$ cat config.mk
export PLATFORM = sky130hd
export DESIGN_NAME = ov7670_capture
export DESIGN_NICKNAME = d
export VERILOG_FILES = /design/src/rtl/ov7670_capture_pkg.sv /design/src/rtl/ov7670_capture_byte_pack.sv /design/src/rtl/ov7670_capture.sv
export SDC_FILE = /design/constraint.sdc
export NUM_CORES = 1
export LEC_CHECK = 0
export ABC_AREA = 1
export BUFFER_PORTS_ARGS = -buffer_cell sky130_fd_sc_hd__clkbuf_2
export CAP_MARGIN = 20
export CORE_MARGIN = 2
export CORE_UTILIZATION = 40
export CTS_BUF_LIST = sky130_fd_sc_hd__clkbuf_4 sky130_fd_sc_hd__clkbuf_8
export CTS_CLUSTER_DIAMETER = 200
export DETAILED_ROUTE_END_ITERATION = 16
export PLACE_DENSITY = 0.71
export SLEW_MARGIN = 5
export SYNTH_ARGS = -nofsm -noshare
export SYNTH_HDL_FRONTEND = slang
export SYNTH_HIERARCHICAL = 1
export SYNTH_SLANG_ARGS = --single-unit
$ cat constraint.sdc
create_clock -name writeClk -period 1.9 [get_ports writeClk]
set_clock_uncertainty 0.1 [all_clocks]
set_input_delay 0.285 -clock writeClk [delete_from_list [all_inputs] [get_ports writeClk]]
set_output_delay 0.285 -clock writeClk [all_outputs]
set_load 0.02 [all_outputs]
$ cat src/rtl/ov7670_capture_pkg.sv
// Shared widths, default frame geometry and capture FSM encoding for the OV7670 front end.
package ov7670_capture_pkg;

    localparam int RGB_W        = 12;
    localparam int X_W          = 10;
    localparam int Y_W          = 2;
    localparam int ROW_W        = 9;
    localparam int DEF_H_ACTIVE = 640;
    localparam int DEF_V_ACTIVE = 480;

    localparam logic [1:0] ST_SYNC_WAIT = 2'd0;
    localparam logic [1:0] ST_VSYNC     = 2'd1;
    localparam logic [1:0] ST_HBLANK    = 2'd2;
    localparam logic [1:0] ST_LINE      = 2'd3;

    typedef enum logic [1:0] {
        SYNC_WAIT = ST_SYNC_WAIT,
        VSYNC     = ST_VSYNC,
        HBLANK    = ST_HBLANK,
        LINE      = ST_LINE
    } cap_state_t;

endpackage

$ cat src/rtl/ov7670_capture_byte_pack.sv
// Byte-pair packer: latches the first byte of each pair and emits one RGB444 pixel
// plus a one-cycle done strobe when the second byte arrives.
module ov7670_byte_pack
    import ov7670_capture_pkg::*;
#(
    parameter bit HI_BYTE_FIRST = 1'b1
) (
    input  logic             i_clk,
    input  logic             i_srst,
    input  logic             i_start,
    input  logic             i_en,
    input  logic             i_abort,
    input  logic [7:0]       i_byte,
    output logic [RGB_W-1:0] o_pixel,
    output logic             o_done,
    output logic             o_half
);

    logic             r_phase;
    logic [7:0]       r_byte_a;
    logic [RGB_W-1:0] r_pixel;
    logic             r_done;
    logic [RGB_W-1:0] w_pixel;

    generate
        if (HI_BYTE_FIRST) begin : g_hi_first
            assign w_pixel = {r_byte_a[3:0], i_byte};
        end else begin : g_lo_first
            assign w_pixel = {i_byte[3:0], r_byte_a};
        end
    endgenerate

    // i_start carries byte A of a fresh line, so it always restarts at phase 0
    always_ff @(posedge i_clk) begin
        if (i_srst) begin
            r_phase  <= 1'b0;
            r_byte_a <= '0;
            r_pixel  <= '0;
            r_done   <= 1'b0;
        end else begin
            r_done <= 1'b0;
            if (i_abort) begin
                r_phase <= 1'b0;
            end else if (i_start || (i_en && !r_phase)) begin
                r_byte_a <= i_byte;
                r_phase  <= 1'b1;
            end else if (i_en) begin
                r_pixel <= w_pixel;
                r_done  <= 1'b1;
                r_phase <= 1'b0;
            end
        end
    end

    assign o_pixel = r_pixel;
    assign o_done  = r_done;
    assign o_half  = r_phase;

endmodule

$ cat src/rtl/ov7670_capture.sv
// OV7670 capture front end: frame-synchronised byte-pair assembly with column/row
// tracking, per-pixel write strobe and line/frame/error status.
module ov7670_capture
    import ov7670_capture_pkg::*;
#(
    parameter int H_ACTIVE      = DEF_H_ACTIVE,
    parameter int V_ACTIVE      = DEF_V_ACTIVE,
    parameter bit HI_BYTE_FIRST = 1'b1
) (
    input  logic             writeClk,
    input  logic             reset,
    input  logic             vsync,
    input  logic             href,
    input  logic [7:0]       dataIn,
    output logic [RGB_W-1:0] pixelOut,
    output logic             pixelValid,
    output logic [X_W-1:0]   outX,
    output logic [Y_W-1:0]   outY,
    output logic [ROW_W-1:0] outRow,
    output logic             lineDone,
    output logic             frameDone,
    output logic             syncErr
);

    localparam logic [X_W-1:0]   H_MAX = X_W'(H_ACTIVE);
    localparam logic [ROW_W-1:0] V_MAX = ROW_W'(V_ACTIVE);

    cap_state_t       r_state, w_state_next;
    logic             r_vsync, r_vsync_d, r_href, r_href_d;
    logic [7:0]       r_data;
    logic             w_vsync_rise, w_vsync_fall, w_href_rise, w_href_fall;
    logic             w_start, w_en, w_abort, w_line_end, w_frame_end, w_row_clear;
    logic             w_done, w_half;
    logic [RGB_W-1:0] w_pixel;
    logic [X_W-1:0]   r_col;
    logic [ROW_W-1:0] r_row, w_row_after;
    logic             r_line_acc, w_accept, w_line_has_pix, w_err;
    logic [RGB_W-1:0] r_pixel_out;
    logic [X_W-1:0]   r_out_x;
    logic [ROW_W-1:0] r_out_row;
    logic             r_pixel_valid, r_line_done, r_frame_done, r_sync_err;

    always_ff @(posedge writeClk) begin
        if (reset) begin
            r_vsync   <= 1'b0;
            r_vsync_d <= 1'b0;
            r_href    <= 1'b0;
            r_href_d  <= 1'b0;
            r_data    <= '0;
        end else begin
            r_vsync   <= vsync;
            r_vsync_d <= r_vsync;
            r_href    <= href;
            r_href_d  <= r_href;
            r_data    <= dataIn;
        end
    end

    assign w_vsync_rise = r_vsync && !r_vsync_d;
    assign w_vsync_fall = !r_vsync && r_vsync_d;
    assign w_href_rise  = r_href && !r_href_d;
    assign w_href_fall  = !r_href && r_href_d;
    assign w_en         = (r_state == LINE) && r_href;

    always_ff @(posedge writeClk) begin
        if (reset) begin
            r_state <= SYNC_WAIT;
        end else begin
            r_state <= w_state_next;
        end
    end

    always_comb begin
        w_state_next = r_state;
        w_start      = 1'b0;
        w_abort      = 1'b0;
        w_line_end   = 1'b0;
        w_frame_end  = 1'b0;
        w_row_clear  = 1'b0;
        case (r_state)
            SYNC_WAIT: begin
                if (r_vsync) w_state_next = VSYNC;
            end
            VSYNC: begin
                if (w_vsync_fall) begin
                    w_row_clear  = 1'b1;
                    w_state_next = HBLANK;
                end
            end
            HBLANK: begin
                if (w_vsync_rise) begin
                    w_frame_end  = 1'b1;
                    w_state_next = VSYNC;
                end else if (w_href_rise) begin
                    w_start      = 1'b1;
                    w_state_next = LINE;
                end
            end
            LINE: begin
                if (w_href_fall) begin
                    w_line_end   = 1'b1;
                    w_abort      = 1'b1;
                    w_state_next = HBLANK;
                end
                if (w_vsync_rise) begin
                    w_abort      = 1'b1;
                    w_frame_end  = 1'b1;
                    w_state_next = VSYNC;
                end
            end
            default: w_state_next = SYNC_WAIT;
        endcase
    end

    ov7670_byte_pack #(
        .HI_BYTE_FIRST(HI_BYTE_FIRST)
    ) u_pack (
        .i_clk  (writeClk),
        .i_srst (reset),
        .i_start(w_start),
        .i_en   (w_en),
        .i_abort(w_abort),
        .i_byte (r_data),
        .o_pixel(w_pixel),
        .o_done (w_done),
        .o_half (w_half)
    );

    // The last pair of a line completes in the same cycle the href fall is seen
    assign w_accept       = w_done && (r_col < H_MAX) && (r_row < V_MAX);
    assign w_line_has_pix = r_line_acc || w_accept;
    assign w_row_after    = (w_line_end && w_line_has_pix) ? r_row + ROW_W'(1) : r_row;
    assign w_err          = w_abort && (w_half || !w_href_fall);

    always_ff @(posedge writeClk) begin
        if (reset) begin
            r_col         <= '0;
            r_row         <= '0;
            r_line_acc    <= 1'b0;
            r_pixel_out   <= '0;
            r_out_x       <= '0;
            r_out_row     <= '0;
            r_pixel_valid <= 1'b0;
            r_line_done   <= 1'b0;
            r_frame_done  <= 1'b0;
            r_sync_err    <= 1'b0;
        end else begin
            r_pixel_valid <= w_accept;
            r_line_done   <= w_line_end && w_line_has_pix;
            r_frame_done  <= w_frame_end && (w_row_after != '0);
            if (w_accept) begin
                r_pixel_out <= w_pixel;
                r_out_x     <= r_col;
                r_out_row   <= r_row;
                r_line_acc  <= 1'b1;
            end
            if (w_start) begin
                r_col      <= '0;
                r_line_acc <= 1'b0;
            end else if (w_done && (r_col < H_MAX)) begin
                r_col <= r_col + X_W'(1);
            end
            if (w_row_clear) begin
                r_row <= '0;
            end else begin
                r_row <= w_row_after;
            end
            if (w_err) r_sync_err <= 1'b1;
        end
    end

    assign pixelOut   = r_pixel_out;
    assign pixelValid = r_pixel_valid;
    assign outX       = r_out_x;
    assign outRow     = r_out_row;
    assign outY       = r_out_row[Y_W-1:0];
    assign lineDone   = r_line_done;
    assign frameDone  = r_frame_done;
    assign syncErr    = r_sync_err;

endmodule

==> flow_summary_export.csv <==
group,metric,value,unit
outcome,status,"completed",
synthesis,syn_nets,499,
worst_setup_path,crit_slowest_cell,"dfxtp_1",
worst_setup_path,crit_path_max_incr_delay,420,ps
power_and_ir_drop,p_sw,862,uW
synthesis,synthAdderAreaFrac,0.00703,
synthesis,synth_cell_type_count,30,
layout,finalNetCount,555,
cts,cts_setup_buffers,0,
cts,clk_latency,370,ps
synthesis,syn_avg_cell_area,7.34,sq um
power_and_ir_drop,pwr-share-comb,0.048,
worst_setup_path,critical_path.most_common_cell,"nor2_1",
synthesis,synth_seq_area_share,0.489,
cts,cts-root-buf,"clkbuf_8",
synthesis,ys_top_cells_by_area,"dfxtp_1, nand2_1, nor2_1",
grt,antenna_found_initial,0,
power_and_ir_drop,clkPwrFrac,0.383,
worst_setup_path,cp_max_fo,5,
power_and_ir_drop,p_sw_frac,0.263,
cts,cts.sinks,87,
detailed_routing,drt-pass1-iter-count,5,
place,place.gp.congestion,0.896,
layout,drive_above_1_share,0.170,
synthesis,synth_compound_area_frac,0.0977,
synthesis,yosysWarnings,6,
worst_setup_path,crit_arrival,1880,ps
detailed_routing,ant_nets,0,
job,max_cap_violations,0,
floorplanning,rows,34,
synthesis,synthMuxAreaShare,0,
layout,fillers,871,
power_and_ir_drop,fin_total_pwr,3280,uW
sta,period_minus_slack,1710,ps
power_and_ir_drop,ir_drop,0.435,mV
worst_setup_path,path_cells,"ha_2 -> nand2_1 -> nor2_2 -> xor2_1 -> nand3_1 -> nand2_1 -> nor2_1 -> nand3_1 -> nor2_1 -> nor2_1",
cts,cts_buffers,9,
power_and_ir_drop,p_leak,0.00189,uW
sta,finalCritPeriodShare,0.902,
layout,final_cell_mix,"nand2_1, dfxtp_1, nor2_1",
worst_setup_path,cp.required,2070,ps
sta,max-slew-margin-rel,0.694,
sta,hold_viol_final,0,
synthesis,synth_cells,485,
place,dpl_cell_area,3910,sq um
detailed_routing,vias_per_cell,4.78,
sta,fmax,583,MHz
place,hpwl,5330,microns
cts,cts_tree,"done",
sta,finalSetupViolCount,0,
layout,utilization,0.484,
place,dp_cells,630,
synthesis,synth_seq_cells,87,
layout,final_common_cell,"nand2_1",
worst_hold_path,hp-class,"in -> reg",
synthesis,synth_top_area_frac,0.489,
layout,fin_cells,654,
grt,grt_pass1_wl,12900,microns
synthesis,synth_top_family_by_area,"simple AND/OR/NAND/NOR gates",
cts,htreeDepth,3,
worst_setup_path,cp-start-kind,"register",
layout,syn_to_final_growth,18.0,%
synthesis,syn_area,3560,sq um
detailed_routing,vias,3127,
grt,grt_max_degree,34,
sta,setup_tns,0,ps
detailed_routing,wire_per_inst,11.5,microns
floorplanning,die_w,98.3,microns
sta,worstMarginPinSlew,459,ps
grt,grt_pass1_vias,2931,
floorplanning,fp.dieArea,9670,sq um
synthesis,post-synth-top-area-cell,"dfxtp_1",
cts,cts_buffer_depth,2,
worst_setup_path,cp-end-kind,"register",
floorplanning,core_area,8680,sq um
worst_setup_path,path_class,"reg -> reg",
place,port_buffers,48,
sta,final_max_slew_viol_count,0,
cts,clk_pin_slew,90,ps
power_and_ir_drop,seq_power_share,0.569,
synthesis,synth-xor-area-share,0.0172,
grt,grt_remaining_overflow,0,
detailed_routing,wl,7520,microns
detailed_routing,drcViolationCount,0,
floorplanning,start_util,0.410,
layout,fin_area,4200,sq um
power_and_ir_drop,p_int,2420,uW
synthesis,yosys.area_share.simple,0.293,
power_and_ir_drop,cellPowerDensity,782,nW/um^2
grt,grt_usage,0.164,
layout,antenna_cells,0,
detailed_routing,drtIter0Drc,143,
sta,rsz0062_at_grt,"true",
floorplanning,die_h,98.3,microns
floorplanning,io_pins,49,
[repair_timing]
item                                    CTS  global route
resized for setup                         0             5
hold buffers                              8             0
endpoints found under the setup margin    0             4
endpoints found under the hold margin     8             0
[Yosys cell counts]
cell      count
nand2_1     105
dfxtp_1      87
nor2_1       70
inv_1        58
a21oi_1      51
nand3_1      48
o21ai_0      12
clkbuf_1      8
buf_2         6
xor2_1        5
inv_2         3
o21ai_2       3
buf_1         2
buf_4         2
buf_6         2
clkinv_1      2
ha_1          2
nand2_2       2
nand2_4       2
nand4_1       2
nor3_1        2
or2_2         2
xnor2_1       2
a31oi_1       1
and3_1        1
nand3_4       1
nand4_4       1
nor2_2        1
nor3_4        1
nor3b_1       1
[state kept, by name (all words and copies together), names as in the netlist, 2 cells and up]
signal	flops
r_data	8
outX	10
u_pack/o_pixel	12
outRow	9
r_col	10
u_pack/r_byte_a	4
r_state	2
pixelOut	12
r_row	9
[metrics by stage]
stage	hold WS, ps	setup WS, ps
2_1_floorplan	292	340
3_3_place_gp	336	202
3_5_place_dp	340	179
4_1_cts	0.622	152
5_1_grt	4.10	-2.09
6_report	6.69	186
[per-layer routing]
layer	vias to the layer above	global-route usage	share of wire
met3	8	0.0451	0.046
met2	70	0.276	0.49
met1	1419	0.204	0.45
met5	-	0	0
li1	1630	-	-
met4	0	0.0537	0.015
[critical path: cells and delay by family (launching register included)]
kind	cells	cell delay [ps]
flip-flops	1	420
XOR/XNOR	1	90
adder cells (fa/ha/maj)	1	250
AND/OR/NAND/NOR	8	760
[kinds of logic after synthesis]
| family | Yosys count |
|---|---|
| AND/OR/NAND/NOR | 239 |
| XOR/XNOR | 7 |
| adder cells (fa/ha/maj) | 2 |
| buffers and inverters | 83 |
| flip-flops | 87 |
| AO/OA/AOI/OAI | 67 |
[worst paths after layout]
check                           startpoint   endpoint  slack [ps]  depth (start not counted)
worst max-delay path              r_row[1]  frameDone         190                         10
worst min-delay path                 vsync    r_vsync           7                          3
worst max register to register    r_row[1]  frameDone         190                         10
worst min register to register   outRow[6]  outRow[6]         350                          2
[power by group through the flow]
stage               clock, uW  sequential (uW)  combinational, uW
floorplan                   0             1910               99.2
global placement            0             1910                137
detailed placement          0             1910                144
CTS                      1290             1870                158
global route             1370             1870                178
finish                   1260             1870                158
[area by class of cell]
type | instances | area (sq um) | share of cell area
multi-input cells | 315 | 1490 | 0.356
well taps | 108 | 135 | 0.0322
clock inverters | 7 | 68.8 | 0.0164
clock buffers | 9 | 124 | 0.0295
inverters | 63 | 236 | 0.0563
flip-flops and latches | 87 | 1740 | 0.415
repair buffers | 65 | 400 | 0.0953
No activity file was read; power rests on OpenSTA's default activity.
